<file path="src/rtl/csr_pkg.sv">
// -----------------------------------------------------------------------------
// csr_pkg
// Shared machine-mode CSR constants: the CSR address map, the mstatus
// writable-field mask and fixed MPP value, trap cause codes, and small helper
// functions used by the CSR register file and the WBU write logic.
// No ports (package).
// -----------------------------------------------------------------------------
package csr_pkg;

    // CSR address map
    localparam logic [11:0] CSR_MSTATUS   = 12'h300;
    localparam logic [11:0] CSR_MTVEC     = 12'h305;
    localparam logic [11:0] CSR_MEPC      = 12'h341;
    localparam logic [11:0] CSR_MCAUSE    = 12'h342;
    localparam logic [11:0] CSR_MCYCLE    = 12'hB00;
    localparam logic [11:0] CSR_MCYCLEH   = 12'hB80;
    localparam logic [11:0] CSR_MVENDORID = 12'hF11;
    localparam logic [11:0] CSR_MARCHID   = 12'hF12;

    // mstatus: only MIE (bit 3) and MPIE (bit 7) are writable; MPP is hardwired
    localparam logic [31:0] MSTATUS_WMASK = 32'h0000_0088;
    localparam logic [1:0]  MSTATUS_MPP   = 2'b11;

    // Trap cause codes
    localparam logic [31:0] ILLEGAL_INSN  = 32'h0000_0002;
    localparam logic [31:0] BREAKPOINT    = 32'h0000_0003;
    localparam logic [31:0] ECALL_M       = 32'h0000_000b;

    // Architecturally visible mstatus: writable bits plus the fixed MPP field
    function automatic logic [31:0] mstatus_view(input logic [31:0] raw);
        return (raw & MSTATUS_WMASK) | {19'd0, MSTATUS_MPP, 11'd0};
    endfunction

    // Merge a write into mstatus, touching only the writable bits
    function automatic logic [31:0] mstatus_merge(input logic [31:0] old_val,
                                                  input logic [31:0] wdata);
        return (old_val & ~MSTATUS_WMASK) | (wdata & MSTATUS_WMASK);
    endfunction

    // Resolve both write ports against one CSR address: {write_enable, data}.
    // Port 2 has priority when both target the same address.
    function automatic logic [32:0] csr_write_sel(input logic        en1,
                                                  input logic [11:0] a1,
                                                  input logic [31:0] d1,
                                                  input logic        en2,
                                                  input logic [11:0] a2,
                                                  input logic [31:0] d2,
                                                  input logic [11:0] target);
        if (en2 && (a2 == target)) begin
            return {1'b1, d2};
        end else if (en1 && (a1 == target)) begin
            return {1'b1, d1};
        end else begin
            return {1'b0, 32'd0};
        end
    endfunction

endpackage

</file>
<file path="src/rtl/csr_counter64.sv">
// -----------------------------------------------------------------------------
// csr_counter64
// Free-running 64-bit counter (mcycle) with independent loads of the low and
// high words. Built only when CSR_MCYCLE_EN is defined in the including build.
//   clk      : core clock
//   rst_n    : synchronous active-low reset (count returns to 0)
//   load_lo  : replace the low word with lo_data (high word holds, no carry)
//   load_hi  : replace the high word with hi_data (low word keeps counting)
//   lo_data  : low-word load value
//   hi_data  : high-word load value
//   count    : current 64-bit count, registered
// -----------------------------------------------------------------------------
module csr_counter64 (
    input  logic        clk,
    input  logic        rst_n,
    input  logic        load_lo,
    input  logic        load_hi,
    input  logic [31:0] lo_data,
    input  logic [31:0] hi_data,
    output logic [63:0] count
);

    logic [31:0] lo_r;
    logic [31:0] hi_r;
    logic [32:0] lo_inc_s;
    logic [31:0] lo_nxt_s;
    logic [31:0] hi_nxt_s;

    // Low word plus one, with carry-out in bit 32
    assign lo_inc_s = {1'b0, lo_r} + 33'd1;

    // Next-state selection: a loaded half never increments, and a loaded low
    // word suppresses the carry into the high word for that cycle
    always_comb begin
        lo_nxt_s = lo_inc_s[31:0];
        hi_nxt_s = hi_r;
        if (load_lo) begin
            lo_nxt_s = lo_data;
        end else begin
            lo_nxt_s = lo_inc_s[31:0];
        end
        if (load_hi) begin
            hi_nxt_s = hi_data;
        end else if (load_lo) begin
            hi_nxt_s = hi_r;
        end else begin
            hi_nxt_s = hi_r + {31'd0, lo_inc_s[32]};
        end
    end

    // Counter state register
    always_ff @(posedge clk) begin
        if (!rst_n) begin
            lo_r <= 32'd0;
            hi_r <= 32'd0;
        end else begin
            lo_r <= lo_nxt_s;
            hi_r <= hi_nxt_s;
        end
    end

    assign count = {hi_r, lo_r};

endmodule

</file>
<file path="src/rtl/csr_regfile.sv">
// -----------------------------------------------------------------------------
// csr_regfile
// Machine-mode CSR storage: mstatus, mtvec, mepc, mcause and (optionally) the
// 64-bit mcycle counter. Two independent write ports commit on the clock edge
// (port 2 wins on an address collision); one combinational read port; mtvec
// and mepc are exported for trap entry / mret redirection.
// Build option: CSR_MCYCLE_EN -- when defined, mcycle/mcycleh are implemented
// by csr_counter64; otherwise 0xB00/0xB80 read 0 and writes to them drop.
// Ports:
//   i_clk, i_rst_n                : clock, synchronous active-low reset
//   i_wena1/i_waddr1/i_wdata1     : write port 1
//   i_wena2/i_waddr2/i_wdata2     : write port 2 (priority on collision)
//   i_raddr -> o_rdata/o_rillegal : combinational read, illegal flag
//   o_mtvec, o_mepc               : registered trap vector / exception PC
// -----------------------------------------------------------------------------
module csr_regfile
    import csr_pkg::*;
#(
    parameter logic [31:0] MSTATUS_RST = 32'h0000_1800,
    parameter logic [31:0] MTVEC_RST   = 32'h0000_0000
) (
    input  logic        i_clk,
    input  logic        i_rst_n,
    input  logic        i_wena1,
    input  logic [11:0] i_waddr1,
    input  logic [31:0] i_wdata1,
    input  logic        i_wena2,
    input  logic [11:0] i_waddr2,
    input  logic [31:0] i_wdata2,
    input  logic [11:0] i_raddr,
    output logic [31:0] o_rdata,
    output logic        o_rillegal,
    output logic [31:0] o_mtvec,
    output logic [31:0] o_mepc
);

    logic [31:0] mstatus_r;
    logic [31:0] mtvec_r;
    logic [31:0] mepc_r;
    logic [31:0] mcause_r;

    logic        mstatus_we_s;
    logic [31:0] mstatus_wd_s;
    logic        mtvec_we_s;
    logic [31:0] mtvec_wd_s;
    logic        mepc_we_s;
    logic [31:0] mepc_wd_s;
    logic        mcause_we_s;
    logic [31:0] mcause_wd_s;

    logic [31:0] rdata_s;
    logic        rillegal_s;

    // Per-register write decode; unmapped and read-only addresses match nothing
    assign {mstatus_we_s, mstatus_wd_s} = csr_write_sel(i_wena1, i_waddr1, i_wdata1,
                                                        i_wena2, i_waddr2, i_wdata2, CSR_MSTATUS);
    assign {mtvec_we_s, mtvec_wd_s}     = csr_write_sel(i_wena1, i_waddr1, i_wdata1,
                                                        i_wena2, i_waddr2, i_wdata2, CSR_MTVEC);
    assign {mepc_we_s, mepc_wd_s}       = csr_write_sel(i_wena1, i_waddr1, i_wdata1,
                                                        i_wena2, i_waddr2, i_wdata2, CSR_MEPC);
    assign {mcause_we_s, mcause_wd_s}   = csr_write_sel(i_wena1, i_waddr1, i_wdata1,
                                                        i_wena2, i_waddr2, i_wdata2, CSR_MCAUSE);

    // Architectural CSR registers; reset wins over any same-cycle write
    always_ff @(posedge i_clk) begin
        if (!i_rst_n) begin
            mstatus_r <= MSTATUS_RST;
            mtvec_r   <= MTVEC_RST;
            mepc_r    <= 32'd0;
            mcause_r  <= 32'd0;
        end else begin
            if (mstatus_we_s) begin
                mstatus_r <= mstatus_merge(mstatus_r, mstatus_wd_s);
            end
            if (mtvec_we_s) begin
                // direct mode only: vector base is word aligned
                mtvec_r <= {mtvec_wd_s[31:2], 2'b00};
            end
            if (mepc_we_s) begin
                mepc_r <= {mepc_wd_s[31:2], 2'b00};
            end
            if (mcause_we_s) begin
                mcause_r <= mcause_wd_s;
            end
        end
    end

`ifdef CSR_MCYCLE_EN
    logic        cyc_lo_we_s;
    logic [31:0] cyc_lo_wd_s;
    logic        cyc_hi_we_s;
    logic [31:0] cyc_hi_wd_s;
    logic [63:0] mcycle_s;

    assign {cyc_lo_we_s, cyc_lo_wd_s} = csr_write_sel(i_wena1, i_waddr1, i_wdata1,
                                                      i_wena2, i_waddr2, i_wdata2, CSR_MCYCLE);
    assign {cyc_hi_we_s, cyc_hi_wd_s} = csr_write_sel(i_wena1, i_waddr1, i_wdata1,
                                                      i_wena2, i_waddr2, i_wdata2, CSR_MCYCLEH);

    csr_counter64 u_mcycle (
        .clk     (i_clk),
        .rst_n   (i_rst_n),
        .load_lo (cyc_lo_we_s),
        .load_hi (cyc_hi_we_s),
        .lo_data (cyc_lo_wd_s),
        .hi_data (cyc_hi_wd_s),
        .count   (mcycle_s)
    );
`endif

    // Combinational read mux; the counter addresses stay legal even when the
    // counter is not built, they simply read as zero
    always_comb begin
        rdata_s    = 32'd0;
        rillegal_s = 1'b0;
        case (i_raddr)
            CSR_MSTATUS: rdata_s = mstatus_view(mstatus_r);
            CSR_MTVEC:   rdata_s = mtvec_r;
            CSR_MEPC:    rdata_s = mepc_r;
            CSR_MCAUSE:  rdata_s = mcause_r;
`ifdef CSR_MCYCLE_EN
            CSR_MCYCLE:  rdata_s = mcycle_s[31:0];
            CSR_MCYCLEH: rdata_s = mcycle_s[63:32];
`else
            CSR_MCYCLE:  rdata_s = 32'd0;
            CSR_MCYCLEH: rdata_s = 32'd0;
`endif
            CSR_MVENDORID, CSR_MARCHID: rdata_s = 32'd0;
            default: begin
                rdata_s    = 32'd0;
                rillegal_s = 1'b1;
            end
        endcase
    end

    assign o_rdata    = rdata_s;
    assign o_rillegal = rillegal_s;
    assign o_mtvec    = mtvec_r;
    assign o_mepc     = mepc_r;

endmodule

</file>
<file path="config.mk">
export PLATFORM = sky130hd
export DESIGN_NAME = csr_regfile
export DESIGN_NICKNAME = d
export VERILOG_FILES = /design/src/rtl/csr_pkg.sv /design/src/rtl/csr_counter64.sv /design/src/rtl/csr_regfile.sv
export SDC_FILE = /design/constraint.sdc
export NUM_CORES = 1
export LEC_CHECK = 0
export CORE_ASPECT_RATIO = 1.1
export CORE_UTILIZATION = 30
export DETAILED_ROUTE_END_ITERATION = 8
export GPL_ROUTABILITY_DRIVEN = 0
export SYNTH_ARGS = -nofsm -noshare
export SYNTH_HDL_FRONTEND = slang
export SYNTH_SLANG_ARGS = --single-unit
</file>
<file path="constraint.sdc">
create_clock -name i_clk -period 2.1 [get_ports i_clk]
set_input_delay 0.42 -clock i_clk [delete_from_list [all_inputs] [get_ports i_clk]]
set_output_delay 0.42 -clock i_clk [all_outputs]
set_load 0.1 [all_outputs]
</file>
# Word-level counts from Yosys, hierarchy flattened
# Cells that the tools add are included.
[classes] addsub=0 n_mul=0 div_mod_pow=0 n_lt_le_gt_ge=0 eq_ne=16 n_shift=0 n_mux=10 n_bitwise=1 reduce_logical=9
[ops] operator="33-bit two-way mux" count=8
[ops] operator="12-bit by 10-bit equality test with 1-bit output, second input constant" count=12
[ops] operator="32-bit case mux with 4 select lines" count=1
[ops] operator="12-bit equality test, second input constant" count=4
[ops] operator="32-bit by 8-bit bitwise OR with 32-bit output" count=1
[ops] operator="1-bit logical AND" count=8
[ops] operator="8-bit OR reduction" count=1
[ops] operator="1-bit two-way mux" count=1
[totals] reg_bits=124 latch_bits=0 mem_bits_rw=0 mem_bits_ro=0 in_bits=104 output_inout_bits=97 elab_cells=40 memories=0

# Logic depth before layout (Yosys ltp)
# Gate-level depths: netlist of the first run.
[logic_depth] word_depth=5 mapped_depth=7 ltp_nobuf=4

# Least setup slack after synthesis of the first run
# No wires, ideal clock.
[synth_path] kind="in2out" start="in i_raddr[11]" end="out o_rillegal" arrival_ns=2.868 required_ns=1.680 setup_slack_ns=-1.188 cell_stages=4 path_buffers=0 path_cell_list="nand4bb_1 -> nor4_4 -> or4_1 -> a41oi_1"
[synth_via] elab_chain_len=3 elab_cells_between_ends=10
[synth_rtl] element="start, declared" line_no="csr_regfile.sv:30" text="input logic [11:0] i_raddr,"
[synth_rtl] element="12-bit by 10-bit equality test with 1-bit output / 12-bit equality test (equally long branches)" line_no="csr_regfile.sv:116" text="case (i_raddr)"
[synth_rtl] element="8-bit OR reduction (no source line) (*)"
[synth_rtl] element="1-bit two-way mux (*)" line_no="csr_regfile.sv:116"
[synth_rtl] element="end, declared" line_no="csr_regfile.sv:32" text="output logic o_rillegal,"
# Every way passes the cells marked *; elsewhere a longest branch is shown, timed or not.

# Worst setup path in the final report of the first run
[layout_path] start="in i_raddr[2]" end="out o_rdata[12]"
[layout_via] elab_chain_len=2 elab_cells_between_ends=5
[layout_rtl] element="12-bit by 10-bit equality test with 1-bit output" line_no="csr_regfile.sv:116"
[layout_rtl] element="32-bit case mux with 4 select lines (*)" line_no="csr_regfile.sv:116"
[layout_rtl] element="end, declared" line_no="csr_regfile.sv:31" text="output logic [31:0] o_rdata,"
# Marks and branches as above.

==> impl_metrics.json, run 1 <==
{
  "ctsHoldBuffers": 0,
  "path_clk_slew_ns": 0.07,
  "hpwlAfterDp_um": 15930,
  "syn_to_final_growth_pct": 60.54,
  "synth-seq-cells": 94,
  "dieArea_mm2": 0.01929,
  "rows": 52,
  "fin_cells": 1167,
  "cts_tree": "yes",
  "syn_area_per_cell_um2": 8.054,
  "r2r_slack_ns": 1.38,
  "die_w_um": 132.5,
  "start_util_pct": 30.64,
  "drive_gt1_share_pct": 35.06,
  "period_share_pct": 116.9,
  "setup_tns_ns": -10.16,
  "synth-seq-area-share_pct": 33.47,
  "ant_nets": 0,
  "io_buffers": 196,
  "fin_skew_ns": 0,
  "nets": 1023,
  "crit_path_start_kind": "input port",
  "reg2regPathDepth": 2,
  "power_leakage_uw": 0.003369,
  "grtUsageTotal_pct": 23.68,
  "cts.sinks": 94,
  "place_worst_setup_slack_ns": -0.8718,
  "yosys_warnings": 0,
  "violations": "negative setup slack",
  "antennaDiodeCount": 0,
  "grt_antenna_before_repair": 1,
  "worstPathMaxFanout": 9,
  "synth_top_cell_by_area": "dfxtp_1",
  "synth-async-reset-ratio_pct": 0,
  "hold_ws_ns": 0.4706,
  "overflow": 0,
  "vias": 6559,
  "root_buffer": "clkbuf_16",
  "timing.fmax_ghz": 0.4072,
  "grt_pass1_wl_um": 35750,
  "ys_top_cells_by_area": "dfxtp_1, a21oi_2, nand2_1, o21ai_0, a31oi_1",
  "endpoint_kind": "output port",
  "cp_data_arrival_time_ns": 2.04,
  "netlist_area_mm2": 0.005622,
  "synth_cell_types": 47,
  "min_delay_path_depth": 2,
  "routed_via_density": 5.620,
  "endpoint": "o_rdata[12]",
  "wirelength_um": 23120,
  "wl_per_cell_um": 19.81,
  "synth_common_cells": "nand2_1, dfxtp_1, o21ai_0, a31oi_1, a21oi_2",
  "grt_max_degree": 95,
  "pwr_density_cell_mw_per_mm2": 455.8,
  "cap_violations": 0,
  "crit_type": "input port to output port",
  "setup_viol_count_final": 33,
  "clock_latency_ns": 0.35,
  "post-route-cell-area_mm2": 0.009025,
  "dp.cells": 1133,
  "post-route-drc-count": 0,
  "dpl_cell_area_mm2": 0.008364,
  "coreArea_mm2": 0.01835,
  "setup_slack_ns": -0.3556,
  "drv_slew": 0,
  "grt_pass1_vias": 6462,
  "max-vdd-ir-drop_uv": 385.8,
  "min_path_type": "flop to flop",
  "status": "finished, violations left",
  "r2r-start": "o_mtvec[11]",
  "startpoint": "i_raddr[2]",
  "drtPass1Iterations": 6,
  "cp_data_required_time_ns": 1.68,
  "die_h_um": 145.6,
  "timing.rr.end": "o_mtvec[11]",
  "synth_ff_type": "dfxtp_1",
  "syn_inst": 698,
  "yosysMostFrequentCell": "nand2_1",
  "hold_viol": 0,
  "io_pins": 201,
  "drt_iter0_drc": 633,
  "cts_buffers": 9,
  "h-tree-depth": 3,
  "rsz0062_at_grt": "true",
  "synth_top_area_share_pct": 33.47,
  "synth_edf_count": 0,
  "finalCriticalPeriod_ns": 2.456,
  "cts.path.max_buffers": 2
}
## critical path, cell delays in order
cell and delay [ns]:
buf_6 0.10, or4_4 0.56, nor4_4 0.23, buf_6 0.20, buf_12 0.14, a22oi_1 0.12
nand2_4 0.09, buf_12 0.17
## final cells by class
cell class	count	area, µm²
Clock inverter	7	98.84
Tap cell	243	304.0
Sequential cell	94	1882
Inverter	28	105.1
Clock buffer	9	225.2
Timing Repair Buffer	283	3067
Fill cell	1787	9323
Multi-Input combinational cell	503	3343
## layer usage
layer	GRT usage [%]	wire length [µm]	share of wire [%]	up-vias
li1	-	-	-	3061
met1	30.35	9966	43	3140
met2	39.13	11070	48	313
met3	3.483	1476	6.4	43
met4	10.86	588	2.5	2
met5	0	17	0.074	-
## timing repair
action | in CTS | in global routing
hold endpoints to repair | 0 | 0
pin swaps | 17 | 14
setup endpoints to repair | 33 | 35
setup buffers | 12 | 1
resized for setup | 80 | 3
gates cloned | 6 | 1
## worst min-delay path by stage
stage	end	start	slack, ns
after CTS	mcause_r[31]	mcause_r[31]	0.47
after detailed placement	mcause_r[31]	mcause_r[31]	0.46
final	mcause_r[31]	mcause_r[31]	0.47
after floorplan	mcause_r[30]	mcause_r[30]	0.44
after global placement	mcause_r[9]	mcause_r[9]	0.46
after global routing	o_mtvec[18]	o_mtvec[18]	0.49
## cells by family (layout without fill, tap and decap cells)
kind of cell           after synthesis  after routing  share of synthesized area, %
flip-flops                          94             94                         33.47
buffers and inverters              104            327                         9.504
AND/OR/NAND/NOR                    212            212                         20.97
other                                1              4                       0.06671
AO/OA/AOI/OAI                      285            285                         35.63
multiplexers                         2              2                        0.3561
## layout by cell type (no fill, tap or decap), types with 3 or more instances in the layout
master	n
buf_2	5
nand4_1	4
a21oi_2	60
nor2b_1	3
conb_1	4
or4_4	4
inv_2	28
buf_12	44
clkinvlp_4	4
buf_16	4
a31oi_1	62
nand3b_1	3
nand2_1	125
and3_1	30
a41oi_1	30
nor4b_1	4
clkdlybuf4s50_1	89
buf_4	118
clkbuf_16	10
a222oi_1	28
o21ai_0	93
buf_6	20
nor4_4	4
dfxtp_1	94
nor4bb_1	4
nand4b_1	3
nor4b_4	4
## state kept, by name (all words and copies together) (netlist names)
| signal | cells |
|---|---|
| mcause_r | 32 |
| o_mepc | 30 |
| o_mtvec | 30 |
| mstatus_r | 2 |
## power by group
group	internal [µW]	total, µW	switching (µW)
Sequential	1780	1780	0.440
Clock	1050	1810	764
Combinational	262	522	260
## stage by stage
| stage | util (%) | total power [µW] |
|---|---|---|
| after floorplan | - | 2007 |
| after global placement | 45.59 | 2329 |
| after detailed placement | 45.59 | 2331 |
| after CTS | 49.16 | 4133 |
| after global routing | 49.19 | 4239 |
| final | 49.19 | 4114 |
Note: power is estimated with default switching activity, not from simulation.
==> inputs of run 2 (changes only) <==
- CORE_UTILIZATION: 30 -> 53
- CTS_CLUSTER_DIAMETER: unset -> 30
- DONT_BUFFER_PORTS: unset -> 1
- PLACE_DENSITY: unset -> 0.71
==> run 2 against run 1 <==
  * Register-to-register slack got worse by 0.26 ns
  * Sequential cell count stayed put
  * The run still ends with negative setup slack left
  * Cell area down 21%
  * Die area shrank 43%
  * Via count decreased by 4.9%
  * First-iteration DRC count increased by 37%
  * Maximum frequency is 3.2% higher
  * Highest routed layer is now met4
  * Clock-buffer cell count grew 3
  * Clock skew stayed put
  * Combinational power fell by 66%
  * Critical endpoint is now o_rdata[20]
==> impl_metrics.json, run 2 (synthesized netlist as in run 1, its figures left out) <==
{
  "endpoint_kind": "output port",
  "layout_common_cells": "nand2_1, o21ai_0, dfxtp_1",
  "overflow": 0,
  "grt_use_met1_pct": 43.28,
  "wl_per_cell_um": 22.58,
  "cap_violations": 0,
  "cp_slowest_cell": "or4_4",
  "grt_max_degree": 95,
  "fin_cells": 910,
  "cts.sinks": 94,
  "critPathBufInv": 3,
  "routed_via_density": 6.854,
  "vias": 6237,
  "grt-busiest-layer": "met2",
  "reg2regPathDepth": 3,
  "timing.fmax_ghz": 0.4203,
  "grt_pass1_vias": 6144,
  "wirelength_um": 20550,
  "max_stage_delay_ns": 0.54,
  "max_flop_register": "mcause_r",
  "min_path_type": "input port to flop",
  "crit_type": "input port to output port",
  "rsz0062_at_grt": "true",
  "hpwlAfterDp_um": 13400,
  "violations": "negative setup slack",
  "place_worst_setup_slack_ns": -0.2899,
  "crit_family": "simple AND/OR/NAND/NOR gates",
  "ant_nets": 0,
  "min_delay_path_depth": 2,
  "power_leakage_uw": 0.002592,
  "ctsHoldBuffers": 0,
  "hold_end": "mcause_r[0]",
  "status": "finished, violations left",
  "h-tree-depth": 3,
  "io_buffers": 0,
  "fin_skew_ns": 0,
  "root_buffer": "clkbuf_16",
  "cts_buffers": 9,
  "syn_to_final_growth_pct": 27.53,
  "drt_iter0_drc": 870,
  "grtUsageTotal_pct": 36.29,
  "drive_gt1_share_pct": 32.59,
  "dp.cells": 892,
  "post-route-drc-count": 0,
  "worstHoldStart": "i_rst_n",
  "cts.path.max_buffers": 2,
  "setup_viol_count_final": 33,
  "pwr_density_cell_mw_per_mm2": 488.3,
  "use_met3_pct": 10.84,
  "die_h_um": 110.0,
  "coreArea_mm2": 0.01034,
  "nets": 867,
  "grtUsageMet2_pct": 59.25,
  "cp_data_arrival_time_ns": 1.96,
  "cts_tree": "yes",
  "worstPathMaxFanout": 16,
  "timing.rr.end": "o_mtvec[23]",
  "grt_pass1_wl_um": 31330,
  "crit_path_start_kind": "input port",
  "hold_viol": 0,
  "r2r-start": "o_mtvec[23]",
  "io_pins": 201,
  "setup_slack_ns": -0.2790,
  "rows": 39,
  "relSlewSlack_pct": 24.78,
  "final_common_cell": "nand2_1",
  "start_util_pct": 54.34,
  "grt_antenna_before_repair": 0,
  "crit_chain": "or4_4, nor4_4, buf_6, a222oi_1, inv_2, buf_12",
  "max-vdd-ir-drop_uv": 332.3,
  "path_clk_slew_ns": 0.06,
  "clock_latency_ns": 0.34,
  "fillerInstances": 820,
  "drv_slew": 0,
  "r2r_slack_ns": 1.12,
  "die_w_um": 100.2,
  "largest_register_ffs": 32,
  "antennaDiodeCount": 0,
  "finalCriticalPeriod_ns": 2.379,
  "dieArea_mm2": 0.01102,
  "cp_data_required_time_ns": 1.68,
  "drtPass1Iterations": 9,
  "tightest_slew_ns": 1.123,
  "period_share_pct": 113.3
}
run 2: report_power, final:
group          total, µW  switching [µW]  internal [µW]
registers           1780           0.318           1780
clock network       1540             712            831
logic                175             114           60.8
run 2: metal layers:
layer	vias up	part of all wire (%)
met2	491	48
li1	2745	-
met4	0	3.3
met3	76	13
met1	2925	36
met5	-	0
run 2: through the flow:
stage / area, µm² / hold slack (ns) / TNS, ns / total power (µW) / util, %
after CTS: 7137 / 0.2150 / -8.042 / 3499 / 68.99
after detailed placement: 6819 / 0.4642 / -8.249 / 1994 / 65.92
after global placement: 6819 / 0.4491 / -7.162 / 1988 / 65.92
after global routing: 7169 / 0.2164 / -9.344 / 3585 / 69.30
after floorplan: 5680 / 0.4388 / -9.723 / 2007 / -
final: 7169 / 0.2204 / -7.939 / 3501 / 69.30
run 2: worst max-delay path by stage:
| stage | to | start | cells after the start |
|---|---|---|---|
| floorplan | o_rillegal | i_raddr[11] | 4 |
| global placement | o_rdata[20] | i_raddr[1] | 6 |
| detailed placement | o_rdata[20] | i_raddr[4] | 6 |
| CTS | o_rdata[20] | i_raddr[1] | 6 |
| global route | o_rdata[20] | i_raddr[1] | 6 |
| finish | o_rdata[20] | i_raddr[4] | 6 |
run 2: repair_timing:
item / in CTS / in global routing
pin swaps: 1 / 2
gates resized for setup: 5 / 2
buffers inserted: 1 / 0
hold endpoints to repair: 0 / 0
endpoints found under the setup margin: 33 / 33
gates cloned: 1 / 1
run 2: area by class of cell:
type | count | area (µm²) | share of cell area, %
Multi-Input combinational cell | 503 | 3301 | 46.04
Sequential cell | 94 | 1882 | 26.25
Timing Repair Buffer | 127 | 1435 | 20.02
Clock buffer | 12 | 246.5 | 3.438
Tap cell | 143 | 178.9 | 2.496
Inverter | 28 | 105.1 | 1.466
Clock inverter | 3 | 21.27 | 0.2967
==> inputs of run 3 (changes only) <==
--- a/config.mk
+++ b/config.mk
@@ -15,3 +15,4 @@
 export SYNTH_ARGS = -nofsm -noshare
 export SYNTH_HDL_FRONTEND = slang
+export SYNTH_HIERARCHICAL = 1
 export SYNTH_SLANG_ARGS = --single-unit
==> constraint.sdc (replaced) <==
create_clock -name i_clk -period 2.1 [get_ports i_clk]
set_input_delay 0.21 -clock i_clk [delete_from_list [all_inputs] [get_ports i_clk]]
set_output_delay 0.21 -clock i_clk [all_outputs]
set_load 0.1 [all_outputs]
==> run 3 against run 2 <==
  * The flow finishes with violations (design-rule violations)
  * Critical path type unchanged
  * Highest routed layer unchanged
  * Register-to-register slack is essentially flat
  * Cell count shrank 0.55%
  * Cell area shrank 0.87%
  * Synthesized cell count is the same
  * Clock-buffer cell count is the same
  * Critical path depth is the same
  * Worst setup slack gained 0.34 ns
  * Clock skew is the same
==> impl_metrics.json, run 3 <==
{
  "status": "finished, violations left",
  "violations": "design-rule violations",
  "nets": 861,
  "crit_path_start_kind": "input port",
  "drtPass1Iterations": 8,
  "tightest_slew_ns": 1.210,
  "max_stage_delay_ns": 0.56,
  "place_worst_setup_slack_ns": 0.1052,
  "grt_max_degree": 95,
  "cp_data_arrival_time_ns": 1.83,
  "post-route-drc-count": 1,
  "synth_top_area_share_pct": 33.47,
  "timing.fmax_ghz": 0.4899,
  "rows": 39,
  "drt_iter0_drc": 688,
  "die_w_um": 100.2,
  "ctsHoldBuffers": 0,
  "netlist_area_mm2": 0.005622,
  "routed_via_density": 6.944,
  "dp.cells": 889,
  "yosysMostFrequentCell": "nand2_1",
  "critPathBufInv": 3,
  "dieArea_mm2": 0.01102,
  "cts_buffers": 9,
  "root_buffer": "clkbuf_16",
  "synth_cell_types": 47,
  "max_flop_register": "mcause_r",
  "largest_register_ffs": 32,
  "ant_nets": 0,
  "drive_gt1_share_pct": 32.02,
  "cts.sinks": 94,
  "synth_ff_type": "dfxtp_1",
  "final_common_cell": "nand2_1",
  "io_pins": 201,
  "wl_met1_um": 7445,
  "syn_to_final_growth_pct": 26.42,
  "crit_chain": "or4_4, nor4_4, buf_4, a222oi_1, inv_2, buf_12",
  "synth_common_cells": "nand2_1, dfxtp_1, o21ai_0, a31oi_1, a21oi_2",
  "finalCriticalPeriod_ns": 2.041,
  "cts_setup_buffers": 0,
  "crit_family": "simple AND/OR/NAND/NOR gates",
  "synth-seq-cells": 94,
  "grt_antenna_before_repair": 0,
  "synth_top_cell_by_area": "dfxtp_1",
  "wirelength_um": 20750,
  "synth-seq-area-share_pct": 33.47,
  "vias": 6284,
  "rsz0062_at_grt": "false",
  "io_buffers": 0,
  "max-vdd-ir-drop_uv": 501.9,
  "cp_slowest_cell": "or4_4",
  "syn_inst": 698,
  "antennaDiodeCount": 0,
  "drv_slew": 0,
  "clock_latency_ns": 0.33,
  "period_share_pct": 97.20,
  "wl_met2_um": 9962,
  "setup_viol_count_final": 0,
  "fin_skew_ns": 0,
  "h-tree-depth": 3,
  "crit_type": "input port to output port",
  "path_clk_slew_ns": 0.07,
  "power_leakage_uw": 0.002562,
  "top_layer_used": "met4",
  "cp_data_required_time_ns": 1.89,
  "start_util_pct": 54.34,
  "die_h_um": 110.0,
  "wl_per_cell_um": 22.93,
  "grtUsageTotal_pct": 36.89,
  "dr_wl_met3_um": 2579,
  "relSlewSlack_pct": 18.94,
  "synth-async-reset-ratio_pct": 0,
  "layout_common_cells": "nand2_1, o21ai_0, dfxtp_1",
  "yosys_warnings": 6,
  "cts_resized": 0,
  "grt_pass1_wl_um": 31630,
  "cts_tree": "yes",
  "setup_slack_ns": 0.05882,
  "worstPathMaxFanout": 14,
  "overflow": 0,
  "cts.path.max_buffers": 2,
  "coreArea_mm2": 0.01034,
  "synth_edf_count": 0,
  "endpoint_kind": "output port",
  "fin_cells": 905,
  "ys_top_cells_by_area": "dfxtp_1, a21oi_2, nand2_1, o21ai_0, a31oi_1",
  "pwr_density_cell_mw_per_mm2": 498.4,
  "min_path_type": "input port to flop",
  "hold_viol": 0,
  "syn_area_per_cell_um2": 8.054,
  "cap_violations": 0,
  "grt_pass1_vias": 6199,
  "hpwlAfterDp_um": 13380,
  "setup_tns_ns": 0
}
-- run 3: cell counts after synthesis --
Identical to the previous run, type by type.
-- run 3: report_power, final --
part	switching (µW)	total [µW]	internal [µW]
Combinational	115	174	59.1
Clock	712	1590	874
Sequential	0.318	1780	1780
-- run 3: path summary, 6_finish.rpt --
path	from	to	slack [ns]	depth (start not counted)
worst max register to register	o_mtvec[4]	o_mtvec[4]	1.11	3
worst min-delay path	i_rst_n	mcause_r[1]	0.01	2
worst min register to register	mcause_r[30]	mcause_r[30]	0.47	2
worst max-delay path	i_raddr[1]	o_rdata[25]	0.06	6
-- run 3: area by class of cell --
type | instances | area (µm²)
fill | 813 | 3238
tap | 143 | 178.9
clock buffer | 12 | 256.5
sequential | 94 | 1882
inverter | 28 | 105.1
timing repair buffer | 121 | 1384
clock inverter | 4 | 31.28
multi-input combinational | 503 | 3269
-- run 3: through the flow --
stage | utilization, % | area, µm² | hold slack [ns] | power (µW)
after floorplan | - | 5648 | 0.3648 | 2007
after global placement | 65.92 | 6819 | 0.3581 | 1987
after detailed placement | 65.92 | 6819 | 0.3582 | 1993
after CTS | 68.70 | 7107 | 0.009875 | 3540
after global routing | 68.70 | 7107 | 0.005347 | 3639
final | 68.70 | 7107 | 0.01449 | 3542
-- run 3: logic make-up (layout without fill, tap and decap cells) --
logic type | count (synthesis) | count (layout) | share of synthesized area, %
flops | 94 | 94 | 33.47
other cells | 1 | 4 | 0.06671
buf+inv | 104 | 165 | 9.504
compound gates | 285 | 285 | 35.63
mux | 2 | 2 | 0.3561
simple gates | 212 | 212 | 20.97
-- run 3: per-layer routing --
metal,track usage (%),vias up
met5,0,-
met4,22.67,0
met3,9.079,80
met2,61.35,522
met1,42.99,2950
li1,-,2732
